### src/rtl/activation_ctrl_if.sv
// Shared types and the command/stream interface between the activation sequencer
// and its surroundings (tile controller, requantizer stream, activation datapath).
package activation_ctrl_pkg;
    typedef enum logic [1:0] {
        ACT_IDENTITY = 2'd0,
        ACT_RELU     = 2'd1,
        ACT_GELU     = 2'd2
    } activation_e;

    typedef enum logic {
        REQUANT_PER_LAYER   = 1'b0,
        REQUANT_PER_CHANNEL = 1'b1
    } requant_mode_e;

    typedef logic signed [7:0]  gelu_const_t;
    typedef logic [15:0]        requant_const_t;
    typedef logic signed [31:0] requant_t;
endpackage

interface activation_ctrl_if #(
    parameter int unsigned LEN_W = 16
);
    import activation_ctrl_pkg::*;

    logic           start_i;
    activation_e    activation_i;
    requant_mode_e  requant_mode_i;
    gelu_const_t    one_i;
    gelu_const_t    b_i;
    gelu_const_t    c_i;
    requant_const_t requant_mult_i;
    requant_const_t requant_shift_i;
    requant_t       requant_add_i;
    logic [LEN_W-1:0] len_i;

    logic           in_valid_i;
    logic           in_ready_o;

    activation_e    act_activation_o;
    requant_mode_e  act_requant_mode_o;
    gelu_const_t    act_one_o;
    gelu_const_t    act_b_o;
    gelu_const_t    act_c_o;
    requant_const_t act_requant_mult_o;
    requant_const_t act_requant_shift_o;
    requant_t       act_requant_add_o;

    logic           calc_en_o;
    logic           out_valid_o;
    logic           out_ready_i;
    logic           busy_o;
    logic           done_o;
    logic           cfg_err_o;

    modport master (
        output start_i, activation_i, requant_mode_i, one_i, b_i, c_i,
               requant_mult_i, requant_shift_i, requant_add_i, len_i,
               in_valid_i, out_ready_i,
        input  in_ready_o, act_activation_o, act_requant_mode_o, act_one_o,
               act_b_o, act_c_o, act_requant_mult_o, act_requant_shift_o,
               act_requant_add_o, calc_en_o, out_valid_o, busy_o, done_o,
               cfg_err_o
    );

    modport slave (
        input  start_i, activation_i, requant_mode_i, one_i, b_i, c_i,
               requant_mult_i, requant_shift_i, requant_add_i, len_i,
               in_valid_i, out_ready_i,
        output in_ready_o, act_activation_o, act_requant_mode_o, act_one_o,
               act_b_o, act_c_o, act_requant_mult_o, act_requant_shift_o,
               act_requant_add_o, calc_en_o, out_valid_o, busy_o, done_o,
               cfg_err_o
    );
endinterface

### src/rtl/activation_ctrl.sv
// Tile sequencer for the activation datapath: shadows the tile configuration,
// counts vectors, tracks in-flight valids and freezes the pipe on backpressure.
module activation_ctrl
    import activation_ctrl_pkg::*;
#(
    parameter int unsigned LATENCY = 4,
    parameter int unsigned LEN_W   = 16
) (
    input logic         clk_i,
    input logic         rst_i,
    activation_ctrl_if.slave bus
);

    typedef enum logic [1:0] {
        IDLE  = 2'd0,
        RUN   = 2'd1,
        DRAIN = 2'd2,
        DONE  = 2'd3
    } state_e;

    state_e           state_q, state_d;
    logic [LATENCY-1:0] vld_q, vld_d;
    logic [LEN_W-1:0] in_cnt_q, out_cnt_q, len_q;

    activation_e      act_q;
    requant_mode_e    mode_q;
    gelu_const_t      one_q, b_q, c_q;
    requant_const_t   mult_q, shift_q;
    requant_t         add_q;

    logic start_ok;
    logic out_valid;
    logic calc_en;
    logic in_ready;
    logic in_acc;
    logic out_hs;

    always_comb begin
        start_ok  = bus.start_i && (state_q == IDLE);
        out_valid = vld_q[LATENCY-1];
        calc_en   = !out_valid || bus.out_ready_i;
        in_ready  = (state_q == RUN) && calc_en;
        in_acc    = bus.in_valid_i && in_ready;
        out_hs    = out_valid && bus.out_ready_i;

        state_d = state_q;
        case (state_q)
            IDLE:  if (start_ok) state_d = (bus.len_i == '0) ? DONE : RUN;
            RUN:   if (in_acc && (in_cnt_q == len_q - LEN_W'(1))) state_d = DRAIN;
            DRAIN: if (out_hs && (out_cnt_q == len_q - LEN_W'(1))) state_d = DONE;
            DONE:  state_d = IDLE;
            default: state_d = IDLE;
        endcase

        // Bit 0 is the pipe head; the whole register freezes with the datapath.
        vld_d = vld_q;
        if (calc_en) begin
            vld_d[0] = in_acc;
            for (int unsigned i = 1; i < LATENCY; i++) begin
                vld_d[i] = vld_q[i-1];
            end
        end
    end

    always_ff @(posedge clk_i or posedge rst_i) begin
        if (rst_i) begin
            state_q   <= IDLE;
            vld_q     <= '0;
            in_cnt_q  <= '0;
            out_cnt_q <= '0;
            len_q     <= '0;
        end else begin
            state_q <= state_d;
            vld_q   <= vld_d;
            if (start_ok) begin
                in_cnt_q  <= '0;
                out_cnt_q <= '0;
                len_q     <= bus.len_i;
            end else begin
                if (in_acc) in_cnt_q  <= in_cnt_q + LEN_W'(1);
                if (out_hs) out_cnt_q <= out_cnt_q + LEN_W'(1);
            end
        end
    end

    always_ff @(posedge clk_i or posedge rst_i) begin
        if (rst_i) begin
            act_q   <= ACT_IDENTITY;
            mode_q  <= REQUANT_PER_LAYER;
            one_q   <= '0;
            b_q     <= '0;
            c_q     <= '0;
            mult_q  <= '0;
            shift_q <= '0;
            add_q   <= '0;
        end else if (start_ok) begin
            act_q   <= bus.activation_i;
            mode_q  <= bus.requant_mode_i;
            one_q   <= bus.one_i;
            b_q     <= bus.b_i;
            c_q     <= bus.c_i;
            mult_q  <= bus.requant_mult_i;
            shift_q <= bus.requant_shift_i;
            add_q   <= bus.requant_add_i;
        end
    end

    assign bus.in_ready_o          = in_ready;
    assign bus.calc_en_o           = calc_en;
    assign bus.out_valid_o         = out_valid;
    assign bus.busy_o              = (state_q != IDLE);
    assign bus.done_o              = (state_q == DONE);
    assign bus.cfg_err_o           = bus.start_i && (state_q != IDLE);
    assign bus.act_activation_o    = act_q;
    assign bus.act_requant_mode_o  = mode_q;
    assign bus.act_one_o           = one_q;
    assign bus.act_b_o             = b_q;
    assign bus.act_c_o             = c_q;
    assign bus.act_requant_mult_o  = mult_q;
    assign bus.act_requant_shift_o = shift_q;
    assign bus.act_requant_add_o   = add_q;

endmodule

### src/flat_wrapper.sv
// flat-port wrapper written by rule: the top's interface ports become plain ports
module activation_ctrl_flat import activation_ctrl_pkg::*;
#(
    parameter int unsigned LATENCY = 4,
    parameter int unsigned LEN_W   = 16
)
  (clk_i, rst_i, bus_start_i, bus_activation_i, bus_requant_mode_i, bus_one_i, bus_b_i, bus_c_i, bus_requant_mult_i, bus_requant_shift_i, bus_requant_add_i, bus_len_i, bus_in_valid_i, bus_out_ready_i, bus_in_ready_o, bus_act_activation_o, bus_act_requant_mode_o, bus_act_one_o, bus_act_b_o, bus_act_c_o, bus_act_requant_mult_o, bus_act_requant_shift_o, bus_act_requant_add_o, bus_calc_en_o, bus_out_valid_o, bus_busy_o, bus_done_o, bus_cfg_err_o);
  activation_ctrl_if #(.LEN_W(LEN_W)) bus_i ();
  input logic clk_i;
  input logic rst_i;
  input wire logic [$bits(bus_i.start_i)-1:0] bus_start_i;
  input wire logic [$bits(bus_i.activation_i)-1:0] bus_activation_i;
  input wire logic [$bits(bus_i.requant_mode_i)-1:0] bus_requant_mode_i;
  input wire logic [$bits(bus_i.one_i)-1:0] bus_one_i;
  input wire logic [$bits(bus_i.b_i)-1:0] bus_b_i;
  input wire logic [$bits(bus_i.c_i)-1:0] bus_c_i;
  input wire logic [$bits(bus_i.requant_mult_i)-1:0] bus_requant_mult_i;
  input wire logic [$bits(bus_i.requant_shift_i)-1:0] bus_requant_shift_i;
  input wire logic [$bits(bus_i.requant_add_i)-1:0] bus_requant_add_i;
  input wire logic [$bits(bus_i.len_i)-1:0] bus_len_i;
  input wire logic [$bits(bus_i.in_valid_i)-1:0] bus_in_valid_i;
  input wire logic [$bits(bus_i.out_ready_i)-1:0] bus_out_ready_i;
  output wire logic [$bits(bus_i.in_ready_o)-1:0] bus_in_ready_o;
  output wire logic [$bits(bus_i.act_activation_o)-1:0] bus_act_activation_o;
  output wire logic [$bits(bus_i.act_requant_mode_o)-1:0] bus_act_requant_mode_o;
  output wire logic [$bits(bus_i.act_one_o)-1:0] bus_act_one_o;
  output wire logic [$bits(bus_i.act_b_o)-1:0] bus_act_b_o;
  output wire logic [$bits(bus_i.act_c_o)-1:0] bus_act_c_o;
  output wire logic [$bits(bus_i.act_requant_mult_o)-1:0] bus_act_requant_mult_o;
  output wire logic [$bits(bus_i.act_requant_shift_o)-1:0] bus_act_requant_shift_o;
  output wire logic [$bits(bus_i.act_requant_add_o)-1:0] bus_act_requant_add_o;
  output wire logic [$bits(bus_i.calc_en_o)-1:0] bus_calc_en_o;
  output wire logic [$bits(bus_i.out_valid_o)-1:0] bus_out_valid_o;
  output wire logic [$bits(bus_i.busy_o)-1:0] bus_busy_o;
  output wire logic [$bits(bus_i.done_o)-1:0] bus_done_o;
  output wire logic [$bits(bus_i.cfg_err_o)-1:0] bus_cfg_err_o;
  assign bus_i.start_i = bus_start_i;
  assign bus_i.activation_i = bus_activation_i;
  assign bus_i.requant_mode_i = bus_requant_mode_i;
  assign bus_i.one_i = bus_one_i;
  assign bus_i.b_i = bus_b_i;
  assign bus_i.c_i = bus_c_i;
  assign bus_i.requant_mult_i = bus_requant_mult_i;
  assign bus_i.requant_shift_i = bus_requant_shift_i;
  assign bus_i.requant_add_i = bus_requant_add_i;
  assign bus_i.len_i = bus_len_i;
  assign bus_i.in_valid_i = bus_in_valid_i;
  assign bus_i.out_ready_i = bus_out_ready_i;
  assign bus_in_ready_o = bus_i.in_ready_o;
  assign bus_act_activation_o = bus_i.act_activation_o;
  assign bus_act_requant_mode_o = bus_i.act_requant_mode_o;
  assign bus_act_one_o = bus_i.act_one_o;
  assign bus_act_b_o = bus_i.act_b_o;
  assign bus_act_c_o = bus_i.act_c_o;
  assign bus_act_requant_mult_o = bus_i.act_requant_mult_o;
  assign bus_act_requant_shift_o = bus_i.act_requant_shift_o;
  assign bus_act_requant_add_o = bus_i.act_requant_add_o;
  assign bus_calc_en_o = bus_i.calc_en_o;
  assign bus_out_valid_o = bus_i.out_valid_o;
  assign bus_busy_o = bus_i.busy_o;
  assign bus_done_o = bus_i.done_o;
  assign bus_cfg_err_o = bus_i.cfg_err_o;
  activation_ctrl #(.LATENCY(LATENCY), .LEN_W(LEN_W)) u_core (.clk_i(clk_i), .rst_i(rst_i), .bus(bus_i));
endmodule
### config.mk
export PLATFORM = sky130hd
export DESIGN_NAME = activation_ctrl_flat
export DESIGN_NICKNAME = d
export VERILOG_FILES = /design/src/rtl/activation_ctrl_if.sv /design/src/rtl/activation_ctrl.sv /design/src/flat_wrapper.sv
export SDC_FILE = /design/constraint.sdc
export NUM_CORES = 1
export LEC_CHECK = 0
export BUFFER_PORTS_ARGS = -buffer_cell sky130_fd_sc_hd__buf_2
export CAP_MARGIN = 5
export CORE_ASPECT_RATIO = 0.8
export CORE_MARGIN = 2
export CORE_UTILIZATION = 43
export CTS_BUF_LIST = sky130_fd_sc_hd__clkbuf_4 sky130_fd_sc_hd__clkbuf_8 sky130_fd_sc_hd__clkbuf_16
export DETAILED_ROUTE_END_ITERATION = 10
export PLACE_DENSITY = 0.77
export SLEW_MARGIN = 20
export SYNTH_ARGS = -nofsm -noshare
export SYNTH_HDL_FRONTEND = slang
export SYNTH_SLANG_ARGS = --single-unit
### constraint.sdc
create_clock -name clk_i -period 4 [get_ports clk_i]
set_input_delay 0.2 -clock clk_i [delete_from_list [all_inputs] [get_ports clk_i]]
set_output_delay 0.2 -clock clk_i [all_outputs]
set_load 0.005 [all_outputs]
* Word level (Yosys, flattened, before mapping)
Index checks and enable logic that the tools add are counted.
Word-level totals: register bits 145, input port bits 112, output and inout bits 97, logic and storage cells 48
Cells by class: add/sub/neg operators 3, equality and inequality tests 8, mux-type cells 9, reduce and logical (&&, ||, !) cells 15
Operators by type and width (count):
- 2-to-1 mux 16 bit | 4
- adder 16 x 1 -> 16 bit (second input constant) | 2
- equality test 16 bit | 2
- zero test 16 bit | 1
- subtractor 16 x 1 -> 16 bit (second input constant) | 1
- 2-to-1 mux 2 bit | 4
- one-hot mux 2 bit (4 select lines) | 1
- logical AND 1 bit | 7
- nonzero test 2 bit | 3
- equality test 2 bit (second input constant) | 2
- inequality test 2 x 1 -> 1 bit (second input constant) | 2
- AND reduction 3 bit | 1
- equality test 2 x 1 -> 1 bit (second input constant) | 1
- zero test 2 bit | 1
- inequality test 2 bit (second input constant) | 1
- zero test 1 bit | 1
- logical OR 1 bit | 1

* Logic depth before layout (Yosys ltp)
depth after elaboration 7, mapped depth 10, mapped depth without buffers 10

* Worst setup path before layout
Ideal clock, no wire load.
path kind register to register, from reg u_core.len_q[0], to reg u_core.state_q[0], setup time 0.079 ns, arrival 2.584 ns, data required time 3.921 ns, setup slack 1.337 ns, cell stages (with the launch flop) 11, buffers on the path 0, period minus slack after synthesis 2.663 ns, cell sequence dfrtp_1 -> inv_1 -> ha_1 -> nor3b_1 -> xnor2_1 -> nand4_1 -> or4_1 -> nor4_2 -> o2111ai_1 -> a22oi_2 -> mux2i_1
On the way: cells in the longest elaborated chain, start to end 5, elaborated cells between the ends (all ways) 8, those cells by class add/sub: 1; eq/ne: 4; reduce/logical: 3
RTL lines:
- start, declared | RTL line activation_ctrl.sv:23 | logic [LEN_W-1:0] in_cnt_q, out_cnt_q, len_q;
- start signal, assigned | RTL line activation_ctrl.sv:78 | len_q <= bus.len_i;
- subtractor 16 x 1 -> 16 bit (*) | RTL line activation_ctrl.sv:49, activation_ctrl.sv:50
- equality test 16 bit, on equally long branches | RTL line activation_ctrl.sv:49, activation_ctrl.sv:50
- logical AND 1 bit, on equally long branches | RTL line activation_ctrl.sv:49, activation_ctrl.sv:50
- inequality test 2 bit (no line) or inequality test 2 x 1 -> 1 bit (tied branches)
- AND reduction 3 bit (no line) (*)
- end signal, assigned | RTL line activation_ctrl.sv:73 | state_q <= state_d;
- end, declared | RTL line activation_ctrl.sv:21 | state_e state_q, state_d;
Every way passes the cells marked *; elsewhere a longest branch is shown, timed or not. A chain may end at the register's enable or synchronous reset.

* Worst setup path in the final report
from reg u_core.len_q[0], to reg u_core.state_q[1]
The elaborated chain is that of the path after synthesis.

==> run_results.csv <==
group,metric,value,unit
final_layout,drive_gt1_share,23.9,%
floorplan,die_x,144,µm
drt,final_antenna_net_count,0,
timing,rsz0062_at_grt,"false",
timing,finalSetupViolCount,0,
hold_path,min_path_cells,3,
critical_path,worstRegToRegCells,10,
cts,cts.sinks,145,
critical_path,cp_data_arrival_time,3.53,ns
synth,syn_area,6730,µm²
timing,finalHoldViolCount,0,
place,pre_cts_slack,0.887,ns
floorplan,start_util,44.4,%
timing,tns,0,ns
place,place_congestion,0.888,
grt,grt_max_degree,106,
synth,asyncSetResetFlopFracSynth,100,%
timing,fmaxAchievable,314,MHz
cts,cts-buffers-inserted,17,
cts,cts_setup_buffers,0,
timing,period_minus_slack,3.19,ns
drt,wl,21.0,mm
synth,syn-mean-instance-area,8.70,µm²
synth,yosys.area.top_type_share,53.9,%
grt,antenna_found_initial,0,
critical_path,critical_path.startpoint_type,"register",
critical_path,cp_max_fo,6,
critical_path,critical_path_class,"register to register",
timing,finalCritPeriodShare,79.7,%
critical_path,endpoint_kind,"register",
synth,synth_nets,894,
power,p_sw,2.52,mW
place,hpwl,12.2,mm
drt,routedWlPerCell,16.3,µm
flow_run,max_cap_violations,0,
critical_path,reg2reg_slack,0.81,ns
synth,ys_seq_area_share,53.9,%
timing,setup_ws,0.811,ns
timing,finalClockSkew,0.0131,ns
cts,clock_path_buffers,2,
cts,root_buffer,"clkbuf_16",
power,pwr-share-clk,25.3,%
power,p_int,3.98,mW
cts,clk_pin_slew,0.07,ns
drt,dr.pass1.iters,5,
cts,cts_hold_buf,101,
final_layout,final_core_util,63.3,%
power,p_comb_share,36.4,%
drt,remaining_drc_errors,0,
hold_path,hold_start,"bus_len_i[3]",
floorplan,core.rowCount,40,
grt,grt_pass1_vias,6384,
synth,synth_top_area_cell,"dfrtp_1",
cts,cts.repair.resized,0,
run_status,status,"completed",
critical_path,cp_data_required_time,4.34,ns
timing,drv_slew,0,
synth,yosys_warnings,0,
synth,synth_edf_count,0,
power,ir_drop,0.000397,V
final_layout,nNetsFinal,1184,
hold_path,hold_path_class,"input port to register",
cts,clkLatencyLatePin,0.43,ns
power,p_sw_share,38.8,%
timing,tightest_slew,0.955,ns
drt,vias,6500,
floorplan,die_area,16700,µm²
final_layout,syn2layout_area_growth,42.5,%
synth,synth_area_leaders,"dfrtp_1 54%, nand2_1 19%, xor2_1 4.8%",
floorplan,core,15200,µm²
floorplan,ios,209,
hold_path,whs_endpoint,"u_core.len_q[3]",
drt,drt_iter0_drc,484,
grt,grt_first_pass_wirelength,32.2,mm
drt,vias_per_cell,5.04,
synth,ys.flop_type,"dfrtp_1",
timing,slew_headroom,36.3,%
floorplan,die_height,116,µm
critical_path,reg2reg_from,"u_core.len_q[0]",
place,numPortBuffers,208,
power,power_leakage,5.04,nW
power,power_density,678,nW/µm²
synth,yosysUniqueCellTypes,39,
cts,tritoncts,"done",
synth,synth-seq-cells,145,
synth,synth_cells,774,
grt,grtUsageTotal,25.4,%
power,p_seq_share,38.3,%
critical_path,r2r-end,"u_core.state_q[1]",
cts,h-tree-depth,4,
grt,overflow,0,
[worst max path at each step]
| stage | startpoint | end | slack (ns) | cells past startpoint |
|---|---|---|---|---|
| 3_3_place_gp | u_core.len_q[0] | u_core.state_q[1] | 1.05 | 10 |
| 4_1_cts | u_core.len_q[0] | u_core.state_q[1] | 0.85 | 10 |
| 3_5_place_dp | u_core.len_q[0] | u_core.state_q[1] | 0.89 | 10 |
| 6_report | u_core.len_q[0] | u_core.state_q[1] | 0.81 | 10 |
| 2_1_floorplan | u_core.len_q[0] | u_core.state_q[0] | 1.34 | 10 |
| 5_1_grt | u_core.len_q[0] | u_core.state_q[1] | 0.50 | 10 |
[stage by stage]
stage          std cells  power (mW)  hold WS, ns  instance area [µm²]
2_1_floorplan        774        3.77        0.305                 6740
3_3_place_gp        1152        4.59        0.389                 7940
3_5_place_dp        1152        4.66        0.393                 7940
4_1_cts             1285        6.39  0.000000333                 9550
5_1_grt             1287        6.93       0.0122                 9590
6_report            1289        6.51      0.00943                 9600
[area by class of cell]
type | count | area (µm²)
tap | 210 | 263
multi-input combinational | 575 | 2920
clock inverter | 14 | 173
clock buffer | 18 | 433
sequential | 145 | 3630
inverter | 11 | 45.0
fill | 1144 | 5570
timing repair buffer | 314 | 2130
antenna | 2 | 5.00
[layout by cell type (no fill, tap or decap), drive strengths merged, types with 2 or more instances in the layout]
cell type,instances
xnor2,31
diode,2
dfrtp,145
nor3,6
dlygate4sd3,102
and2,3
mux2i,4
and3,10
nor3b,3
o31a,2
mux2,2
nand3,11
nand4,14
a22oi,2
clkinvlp,2
inv,18
nand2b,7
xor2,37
bufinv,2
nor4,14
buf,212
o21ai,12
or3,6
o31ai,2
ha,8
or2,2
clkbuf,18
nor2,39
a21oi,9
nand2,341
clkinv,3
or4,3
[cell families after synthesis]
family | after synthesis | synth area share [%]
buf+inv | 54 | 3.05
fa+ha+maj | 8 | 1.49
xor+xnor | 68 | 8.84
flops | 145 | 53.9
mux | 6 | 0.929
compound gates | 32 | 2.99
simple gates | 461 | 28.8
[routing by layer]
layer	global-route usage, %	wire length, µm	up-vias
met3	8.55	1420	52
li1	-	-	3042
met5	0	0	-
met1	30.6	8650	3133
met2	42.6	10400	273
met4	9.35	512	0
[sequential cells by signal, indices dropped and copies added, names as in the netlist]
signal and flops:
u_core.bus.act_one_o 8, u_core.bus.act_requant_mult_o 16, u_core.bus.act_requant_add_o 32, u_core.len_q 16, u_core.state_q 2, u_core.bus.act_c_o 8, u_core.bus.act_requant_shift_o 16, u_core.bus.act_b_o 8
u_core.out_cnt_q 16, u_core.bus.act_requant_mode_o 1, u_core.in_cnt_q 16, u_core.vld_q 4, u_core.bus.act_activation_o 2
[critical path, cell delays in order, from the launching register on]
cell	delay, ns
dfrtp_1	0.46
inv_1	0.11
ha_1	0.24
nor3b_1	0.53
nand4_1	0.27
xnor2_1	0.20
or4_1	0.43
nor4_2	0.20
o2111ai_1	0.17
a22oi_2	0.26
mux2i_1	0.22
[power groups by stage]
stage	clock [mW]	sequential (mW)	combinational, mW
2_1_floorplan	0	2.38	1.39
4_1_cts	1.66	2.44	2.28
6_report	1.65	2.49	2.37
3_3_place_gp	0	2.43	2.15
3_5_place_dp	0	2.44	2.22
5_1_grt	1.74	2.55	2.64
[Yosys cell counts (3+ instances only)]
| cell type | count |
|---|---|
| a21oi_1 | 9 |
| and2_1 | 3 |
| and3_1 | 10 |
| buf_1 | 6 |
| clkbuf_1 | 35 |
| dfrtp_1 | 145 |
| ha_1 | 8 |
| inv_1 | 11 |
| mux2i_1 | 4 |
| nand2_1 | 341 |
| nand2b_1 | 7 |
| nand3_1 | 11 |
| nand4_1 | 14 |
| nor2_1 | 39 |
| nor3_1 | 6 |
| nor3b_1 | 3 |
| nor4_1 | 11 |
| nor4_2 | 3 |
| o21ai_0 | 10 |
| or3_1 | 6 |
| or4_1 | 3 |
| xnor2_1 | 31 |
| xor2_1 | 37 |
Power figures use the tool's default switching activity.
